`config.mk`:
```
export PLATFORM = sky130hd
export DESIGN_NAME = pipeline_sequencer
export DESIGN_NICKNAME = d
export VERILOG_FILES = /design/src/rtl/riscv_pkg.sv /design/src/rtl/load_use_detect.sv /design/src/rtl/pipeline_sequencer.sv
export SDC_FILE = /design/constraint.sdc
export NUM_CORES = 1
export LEC_CHECK = 0
export ABC_AREA = 1
export ABC_CLOCK_PERIOD_IN_PS = 1900
export CAP_MARGIN = 20
export CELL_PAD_IN_SITES_DETAIL_PLACEMENT = 1
export CELL_PAD_IN_SITES_GLOBAL_PLACEMENT = 2
export CORE_MARGIN = 2
export CORE_UTILIZATION = 21
export DETAILED_ROUTE_END_ITERATION = 16
export MAX_ROUTING_LAYER = met4
export PLACE_DENSITY = 0.85
export SYNTH_ARGS = -nofsm -noshare
export SYNTH_HDL_FRONTEND = slang
export SYNTH_SLANG_ARGS = --single-unit
```
`constraint.sdc`:
```
create_clock -name clk -period 1.9 [get_ports clk]
set_clock_uncertainty 0.1 [all_clocks]
set_input_delay 0.19 -clock clk [delete_from_list [all_inputs] [get_ports clk]]
set_output_delay 0.19 -clock clk [all_outputs]
set_load 0.01 [all_outputs]
```
`src/rtl/riscv_pkg.sv`:
```
// Shared RV32I pipeline types: sequencer states, register-zero constant and the
// base opcode map the decoder also uses.
package riscv_pkg;

    typedef enum logic [1:0] {
        RUN    = 2'd0,
        DRAIN  = 2'd1,
        HALTED = 2'd2,
        FAULT  = 2'd3
    } seq_state_t;

    localparam logic [4:0] REG_ZERO = 5'd0;

    typedef enum logic [6:0] {
        OP_LUI    = 7'b0110111,
        OP_AUIPC  = 7'b0010111,
        OP_JAL    = 7'b1101111,
        OP_JALR   = 7'b1100111,
        OP_BRANCH = 7'b1100011,
        OP_LOAD   = 7'b0000011,
        OP_STORE  = 7'b0100011,
        OP_IMM    = 7'b0010011,
        OP_REG    = 7'b0110011,
        OP_SYSTEM = 7'b1110011
    } opcode_t;

endpackage

```
`src/rtl/load_use_detect.sv`:
```
// Flags an instruction in ID that reads the destination of a load still in EX.
// x0 is hardwired, so a load targeting it never creates a hazard.
module load_use_detect
    import riscv_pkg::*;
(
    input  logic       ex_mem_read,
    input  logic [4:0] ex_rd,
    input  logic [4:0] id_rs1,
    input  logic [4:0] id_rs2,
    output logic       load_use
);

    assign load_use = ex_mem_read && (ex_rd != REG_ZERO) &&
                      ((ex_rd == id_rs1) || (ex_rd == id_rs2));

endmodule

```
`src/rtl/pipeline_sequencer.sv`:
```
// Drives PC and pipeline-register enables/flushes for the 5-stage pipeline:
// load-use stalls, redirect flushes, memory-wait freezes, HALT drain and watchdog.
module pipeline_sequencer
    import riscv_pkg::*;
#(
    parameter int DRAIN_CYCLES = 3,
    parameter int MEM_TIMEOUT  = 15
) (
    input  logic       clk,
    input  logic       rst_n,
    input  logic [4:0] id_rs1,
    input  logic [4:0] id_rs2,
    input  logic       id_halt,
    input  logic       ex_mem_read,
    input  logic [4:0] ex_rd,
    input  logic       ex_redirect,
    input  logic       mem_req,
    input  logic       mem_ready,
    output logic       pc_write,
    output logic       ifid_write,
    output logic       ifid_flush,
    output logic       idex_flush,
    output logic       freeze,
    output logic       halted,
    output logic       fault,
    output logic [1:0] dbg_state
);

    localparam int DW = $clog2(DRAIN_CYCLES + 1);
    localparam int WW = $clog2(MEM_TIMEOUT + 1);
    localparam logic [DW-1:0] DRAIN_INIT = DW'(DRAIN_CYCLES - 1);
    localparam logic [WW-1:0] WAIT_LIMIT = WW'(MEM_TIMEOUT);

    seq_state_t    state_q, state_d;
    logic [DW-1:0] drain_cnt_q, drain_cnt_d;
    logic [WW-1:0] wait_cnt_q, wait_cnt_d;
    logic          halted_q, halted_d;
    logic          fault_q, fault_d;
    logic          load_use;
    logic          memwait;

    assign memwait = mem_req && !mem_ready;

    load_use_detect u_load_use_detect (
        .ex_mem_read (ex_mem_read),
        .ex_rd       (ex_rd),
        .id_rs1      (id_rs1),
        .id_rs2      (id_rs2),
        .load_use    (load_use)
    );

    always_comb begin
        state_d     = state_q;
        drain_cnt_d = drain_cnt_q;
        wait_cnt_d  = '0;
        halted_d    = halted_q;
        fault_d     = fault_q;
        pc_write    = 1'b0;
        ifid_write  = 1'b0;
        ifid_flush  = 1'b0;
        idex_flush  = 1'b0;
        freeze      = 1'b0;

        case (state_q)
            RUN: begin
                pc_write   = 1'b1;
                ifid_write = 1'b1;
                if (memwait) begin
                    freeze     = 1'b1;
                    pc_write   = 1'b0;
                    ifid_write = 1'b0;
                end else if (ex_redirect) begin
                    // A HALT sitting in ID behind a redirect is wrong-path and dropped.
                    ifid_flush = 1'b1;
                    idex_flush = 1'b1;
                end else if (load_use) begin
                    pc_write   = 1'b0;
                    ifid_write = 1'b0;
                    idex_flush = 1'b1;
                end else if (id_halt) begin
                    pc_write    = 1'b0;
                    ifid_write  = 1'b0;
                    idex_flush  = 1'b1;
                    state_d     = DRAIN;
                    drain_cnt_d = DRAIN_INIT;
                end
            end
            DRAIN: begin
                idex_flush = 1'b1;
                freeze     = memwait;
                if (!memwait) begin
                    if (drain_cnt_q == '0) begin
                        state_d  = HALTED;
                        halted_d = 1'b1;
                    end else begin
                        drain_cnt_d = drain_cnt_q - DW'(1);
                    end
                end
            end
            HALTED:  freeze = 1'b1;
            FAULT:   freeze = 1'b1;
            default: freeze = 1'b1;
        endcase

        // Watchdog covers both RUN and DRAIN; a stuck memory wins over everything.
        if (((state_q == RUN) || (state_q == DRAIN)) && memwait) begin
            wait_cnt_d = wait_cnt_q + WW'(1);
            if (wait_cnt_d == WAIT_LIMIT) begin
                state_d  = FAULT;
                fault_d  = 1'b1;
                halted_d = 1'b1;
            end
        end
    end

    always_ff @(posedge clk or negedge rst_n) begin
        if (!rst_n) begin
            state_q     <= RUN;
            drain_cnt_q <= '0;
            wait_cnt_q  <= '0;
            halted_q    <= 1'b0;
            fault_q     <= 1'b0;
        end else begin
            state_q     <= state_d;
            drain_cnt_q <= drain_cnt_d;
            wait_cnt_q  <= wait_cnt_d;
            halted_q    <= halted_d;
            fault_q     <= fault_d;
        end
    end

    assign halted    = halted_q;
    assign fault     = fault_q;
    assign dbg_state = state_q;

endmodule
```
==> key figures, run 1 <==
Timing
  • Worst setup margin: 0.1352 ns
  • Slew Viols, Final: 0
  • Final Hold Viols: 0
  • Fin crit share: 0.9288
  • Final Critical Period: 1.765 ns
  • Fmax: 566.6 MHz
  • Worst-Margin Slew: 0.4614 ns
  • Relative slew slack: 0.6914
  • Worst hold margin: 0.1527 ns
  • Setup Viol. Count Final: 0
  • RSZ-0062 raised after global routing: no

GRT
  • First-pass GRT wire length: 3401 um
  • Largest net degree at the start of global routing: 11
  • Total GRT Usage: 0.1047
  • GRT overflow: 0
  • Initial antenna violation count: 0
  • Vias in the first global route: 817

Drt
  • Drt drc: 0
  • Routed vias/inst: 4.035
  • Drt pass-1 iters: 4
  • DR WL/cell: 9.525 um
  • Vias: 815
  • WL final: 1924 um
  • ANT nets after route: 0
  • Starting DRT DRC Count: 17

Worst setup path
  • CP Capture Type: output pin
  • CP startpoint: id_rs2[1]
  • Worst path most repeated cell: nand2_1
  • CP top delay family: buffers and inverters
  • Slowest CP cell: clkdlybuf4s50_1
  • CP max stage delay: 0.49 ns
  • Crit Path Max Fanout: 2
  • WP buf/inv: 3
  • Setup crit start kind: input pin
  • R2r startpoint: wait_cnt_q[0]
  • Worst path required time: 1.61 ns
  • Critical path type: in -> out
  • CP cell instances: clkdlybuf4s50_1, inv_1, nand2_1, nand2_1, nor2_1, nand3_1, nand2_1, nand2_2, nand2_2, o21ai_1, nand2_1, buf_2
  • WP data arrival: 1.47 ns

Layout
  • Diode count: 0
  • Share of cells above drive strength 1: 0.1795
  • Final Util: 0.3459
  • P&R area growth vs syn: 55.13%
  • Final net count: 183

Synth
  • Top post-synthesis cells by count: nand2_1, inv_1, nor2_1
  • Seq/Total Area, Yosys: 0.3311
  • Avg Cell Area, Syn: 6.351 um^2
  • Synthesized Nets: 144
  • Post-synth top area share: 0.3311
  • Mapped cell area: 755.7 um^2
  • Ys Warns: 0
  • Most area-consuming cells after synthesis: dfrtp_1, nand2_1, inv_1, nor2_1, ha_1
  • EDFF count, synth: 0
  • Post-synthesis cell count: 119
  • FFs w/ async S/R, synth: 1.000
  • Count of different cell masters after synthesis: 18
  • Primary FF master, synth: dfrtp_1
  • Flops & latches, synth: 10
  • Synth area leader: dfrtp_1
  • Most common cell in the netlist: nand2_1

Placement
  • Post-DP HPWL: 1706 um
  • I/O Buffers: 30
  • Place WS: -0.3664 ns
  • RD Place Congestion: 0.7476

Flow run
  • Max cap viols: 0

Power
  • Power Density: 680.8 nW/um^2
  • VDD IR-drop max: 190.7 uV
  • Leak pwr: 0.6643 nW
  • Overall power: 0.7982 mW

Min path
  • Worst Hold Class: in -> async

Clock tree
  • Register clock-pin slew on the reported worst setup and hold paths: 0.06 ns
  • Deepest clock path buffer count: 2
  • Number of buffers created by CTS: 3
  • Post-CTS setup buffer count: 0
  • CTS tree: built
  • H-tree Lvls: 1
  • Root buffer cell: clkbuf_4
  • Clock sinks: 10
  • Worst-Skew Late Latency: 0.25 ns

Die
  • Initial Utilization: 0.2230
  • Die area: 4095 um^2
  • # rows: 21
  • IO Count: 31
  • Core ar.: 3390 um^2
  • Die X: 63.99 um
  • Die Ht: 63.99 um

Outcome
  • Outcome: completed
[flip-flops by register name (all words and copies together), names as in the netlist]
| name | count |
|---|---|
| drain_cnt_q | 2 |
| dbg_state | 2 |
| halted | 1 |
| fault | 1 |
| wait_cnt_q | 4 |
[timing repair]
action / in CTS / in global routing
setup endpoints to repair: 4 / 4
hold buffers: 0 / 0
cloned: 0 / 0
pin swaps: 0 / 1
resized for setup: 13 / 12
[stage by stage]
stage	TNS [ns]	instance area, um^2	cells
2_1_floorplan	0	755.7	119
3_3_place_gp	-1.138	1144	199
3_5_place_dp	-1.182	1144	199
4_1_cts	-0.08600	1170	202
5_1_grt	0	1172	202
6_report	0	1172	202
[cell usage in the layout, fill, tap and decap left out, types with 3 or more instances in the layout]
| cell | synthesis | final |
|---|---|---|
| clkbuf_4 | 0 | 3 |
| buf_4 | 1 | 5 |
| inv_1 | 24 | 23 |
| nand2_1 | 32 | 31 |
| inv_2 | 4 | 5 |
| buf_2 | 0 | 3 |
| nand2_2 | 4 | 5 |
| nand3_1 | 6 | 6 |
| dlymetal6s2s_1 | 0 | 6 |
| clkdlybuf4s50_1 | 0 | 19 |
| ha_1 | 3 | 3 |
| dfrtp_1 | 10 | 10 |
| nor2_2 | 3 | 4 |
| nor2_1 | 19 | 18 |
[per-layer routing]
layer  track usage  part of all wire  routed length [um]
met5             -                 0                   0
met4       0.02446            0.0042                   8
met3       0.01937             0.051                  98
met2        0.1810              0.50                 956
met1        0.1258              0.45                 860
[report_power, final]
group	internal (mW)	leakage (nW)	switching [mW]
registers	0.254	0.127	0.0314
logic	0.188	0.524	0.187
clock network	0.0728	0.0138	0.0646
[cells by family after synthesis]
group	after synthesis	synth area share
XOR/XNOR	4	0.04637
buffers and inverters	29	0.1490
flip-flops	10	0.3311
adder cells (fa/ha/maj)	3	0.04967
AND/OR/NAND/NOR	67	0.3825
AO/OA/AOI/OAI	6	0.04139
[final timing paths]
| kind | end | depth (start not counted) | slack [ns] |
|---|---|---|---|
| worst max-delay path | idex_flush | 12 | 0.14 |
| worst min register to register | fault | 1 | 0.38 |
| min in group clk | fault | 1 | 0.38 |
| max in group asynchronous | drain_cnt_q[0] | 1 | 1.23 |
| worst max register to register | fault | 4 | 0.42 |
| worst min-delay path | fault | 1 | 0.15 |
[final cells by class]
class,instances,area (um^2)
multi-input cells,80,401.6
flip-flops and latches,10,250.2
inverters,28,105.1
repair buffers,35,335.3
fillers,440,2217
clock buffers,3,22.52
well taps,46,57.56
Power figures use the tool's default switching activity.
==> run 2: changes to the inputs <==
--- a/config.mk
+++ b/config.mk
@@ -12,6 +12,7 @@
 export CELL_PAD_IN_SITES_GLOBAL_PLACEMENT = 2
 export CORE_MARGIN = 2
 export CORE_UTILIZATION = 21
+export CTS_BUF_LIST = sky130_fd_sc_hd__clkbuf_8 sky130_fd_sc_hd__clkbuf_16
 export DETAILED_ROUTE_END_ITERATION = 16
 export MAX_ROUTING_LAYER = met4
 export PLACE_DENSITY = 0.85
==> run 2 against run 1 <==
  * Register-to-register slack is essentially flat
  * Design area grew 1.6%
  * Sequential cell count is the same
  * Clock power grew 52%
  * Worst hold slack gained 0.034 ns
  * Clock-buffer cell count is the same
  * Critical path depth is the same
  * Sequential share of layout area shrank 0.34 points
  * Routed wire length grew 3.8%
  * Die area is the same
==> key figures, run 2 (synthesis gave the netlist of run 1 again) <==
Power
  • Net Switching: 0.2927 mW (+3.3%)
  • Flop pwr share: 0.328 (-0.030)
  • Sw Ratio: 0.3349 (-0.01993)
  • Leak pwr: 0.6720 nW (+1.2%)
  • Power Density: 733.7 nW/um^2 (+7.8%)
  • Comb power frac: 0.434 (-0.036)
  • Internal power: 0.5813 mW (+13%)
  • Clock share of power: 0.238 (+0.066)
  • VDD IR-drop max: 178.2 uV (-6.6%)
  • Overall power: 0.8740 mW (+9.5%)

Worst setup path
  • Setup crit start kind: input pin
  • WP data arrival: 1.47 ns (about the same)
  • Worst path required time: 1.61 ns (about the same)
  • Critical path type: in -> out
  • CP Capture Type: output pin
  • CP startpoint: id_rs2[1]
  • Crit Path Max Fanout: 2 (unchanged)
  • R2r startpoint: wait_cnt_q[0]
  • Setup crit end: idex_flush
  • R2r setup slk: 0.43 ns (about the same)
  • R2R Path End: fault
  • R2R depth: 4 (unchanged)

Die
  • Core ar.: 3390 um^2 (unchanged)
  • # rows: 21 (unchanged)
  • Initial Utilization: 0.2230 (unchanged)
  • Die Ht: 63.99 um (unchanged)
  • Die X: 63.99 um (unchanged)
  • IO Count: 31 (unchanged)
  • Die area: 4095 um^2 (unchanged)

GRT
  • Initial antenna violation count: 0 (unchanged)
  • Total GRT Usage: 0.1090 (+0.004230)
  • GRT overflow: 0 (unchanged)
  • Vias in the first global route: 832 (+1.8%)
  • Largest net degree at the start of global routing: 11 (unchanged)
  • First-pass GRT wire length: 3470 um (+2.0%)

Layout
  • Max reg flops: 4 (unchanged)
  • Commonest non-fill, non-tap cell in the layout: nand2_1
  • Final Cell Area: 1191 um^2 (+1.6%)
  • Final net count: 183 (unchanged)
  • Leading cell types in the layout, fill and taps excluded: nand2_1, inv_1, clkdlybuf4s50_1, nor2_1, dfrtp_1
  • Share of cells above drive strength 1: 0.1795 (unchanged)
  • Largest Register: wait_cnt_q
  • P&R area growth vs syn: 57.62%
  • Final Util: 0.3514 (+0.005537)
  • Non-Filler Instances: 202 (unchanged)
  • Diode count: 0 (unchanged)

Clock tree
  • Clock sinks: 10 (unchanged)
  • CTS tree: built
  • Root buffer cell: clkbuf_8
  • Worst-Skew Late Latency: 0.23 ns (-0.02 ns)
  • Post-CTS setup buffer count: 0 (unchanged)
  • Deepest clock path buffer count: 2 (unchanged)
  • H-tree Lvls: 1 (unchanged)
  • Number of buffers created by CTS: 3 (unchanged)
  • Register clock-pin slew on the reported worst setup and hold paths: 0.04 ns (-0.02 ns)

Min path
  • Worst Hold Class: in -> async

Timing
  • Worst hold margin: 0.1864 ns (+0.03375 ns)
  • Final Critical Period: 1.765 ns (-0.00006000 ns)
  • Final Hold Viols: 0 (unchanged)
  • Fmax: 566.7 MHz (about the same)
  • Fin crit share: 0.9288 (about the same)
  • Setup Viol. Count Final: 0 (unchanged)
  • Worst setup margin: 0.1353 ns (+0.00006000 ns)
  • Relative slew slack: 0.6876 (-0.003881)
  • Slew Viols, Final: 0 (unchanged)
  • Worst-Margin Slew: 0.4672 ns (+0.005802 ns)
  • Fin Setup TNS: 0 ns (unchanged)
  • RSZ-0062 raised after global routing: no

Drt
  • ANT nets after route: 0 (unchanged)
  • Starting DRT DRC Count: 18 (+1)
  • Routed vias/inst: 4.015 (-0.49%)
  • DR WL/cell: 9.891 um (+3.8%)
  • Vias: 811 (-0.49%)
  • Drt drc: 0 (unchanged)
  • WL final: 1998 um (+3.8%)
  • Drt pass-1 iters: 4 (unchanged)

Outcome
  • Outcome: completed

Placement
  • RD Place Congestion: 0.7476 (unchanged)
  • Post-DP HPWL: 1706 um (unchanged)
  • Placed insts: 199 (unchanged)
  • I/O Buffers: 30 (unchanged)
  • DP Area: 1144 um^2 (unchanged)
  • Place WS: -0.3664 ns (unchanged)

Flow run
  • Max cap viols: 0 (unchanged)
[run 2: cell counts in the layout (fill, tap and decap cells not counted)]
No cell type changed its count.
[run 2: repair_timing]
item	in CTS	in global routing
pin swaps	0	1
endpoints found under the setup margin	4	4
hold buffers	0	0
resized for setup	13	12
hold endpoints to repair	0	0
[run 2: final cells by class]
cell class	count	area [um^2]
clock buffer	3	41.29
inverter	28	105.1
fill	438	2198
sequential	10	250.2
multi-input combinational	80	401.6
tap	46	57.56
timing repair buffer	35	335.3
[run 2: how the worst min path moves through the flow]
stage / endpoint / slack [ns] / cells past startpoint
6_report: fault / 0.19 / 1
5_1_grt: dbg_state[1] / 0.23 / 1
4_1_cts: wait_cnt_q[2] / 0.21 / 1
2_1_floorplan: dbg_state[0] / -0.21 / 0
3_5_place_dp: fault / 0.37 / 1
3_3_place_gp: halted / 0.35 / 2
[run 2: worst max-delay path: stages]
cell and delay (ns):
clkdlybuf4s50_1 0.49, inv_1 0.05, nand2_1 0.06, nand2_1 0.06, nor2_1 0.11, nand3_1 0.07, nand2_1 0.08, nand2_2 0.06
nand2_2 0.07, o21ai_1 0.06, nand2_1 0.05, buf_2 0.12
[run 2: power groups by stage]
stage               Clock, mW  Combinational (mW)  Sequential (mW)
finish                  0.208               0.379            0.287
global route            0.229               0.433            0.294
CTS                     0.216               0.399            0.289
detailed placement          0               0.398            0.289
global placement            0               0.383            0.287
floorplan                   0               0.173            0.301
[run 2: per-layer routing]
metal  share of wire  vias up  GRT usage
li1                -      421          -
met2            0.51       21     0.1914
met3           0.052        2    0.01937
met4          0.0050        0    0.04076
met1            0.44      367     0.1227
met5               0        -          -
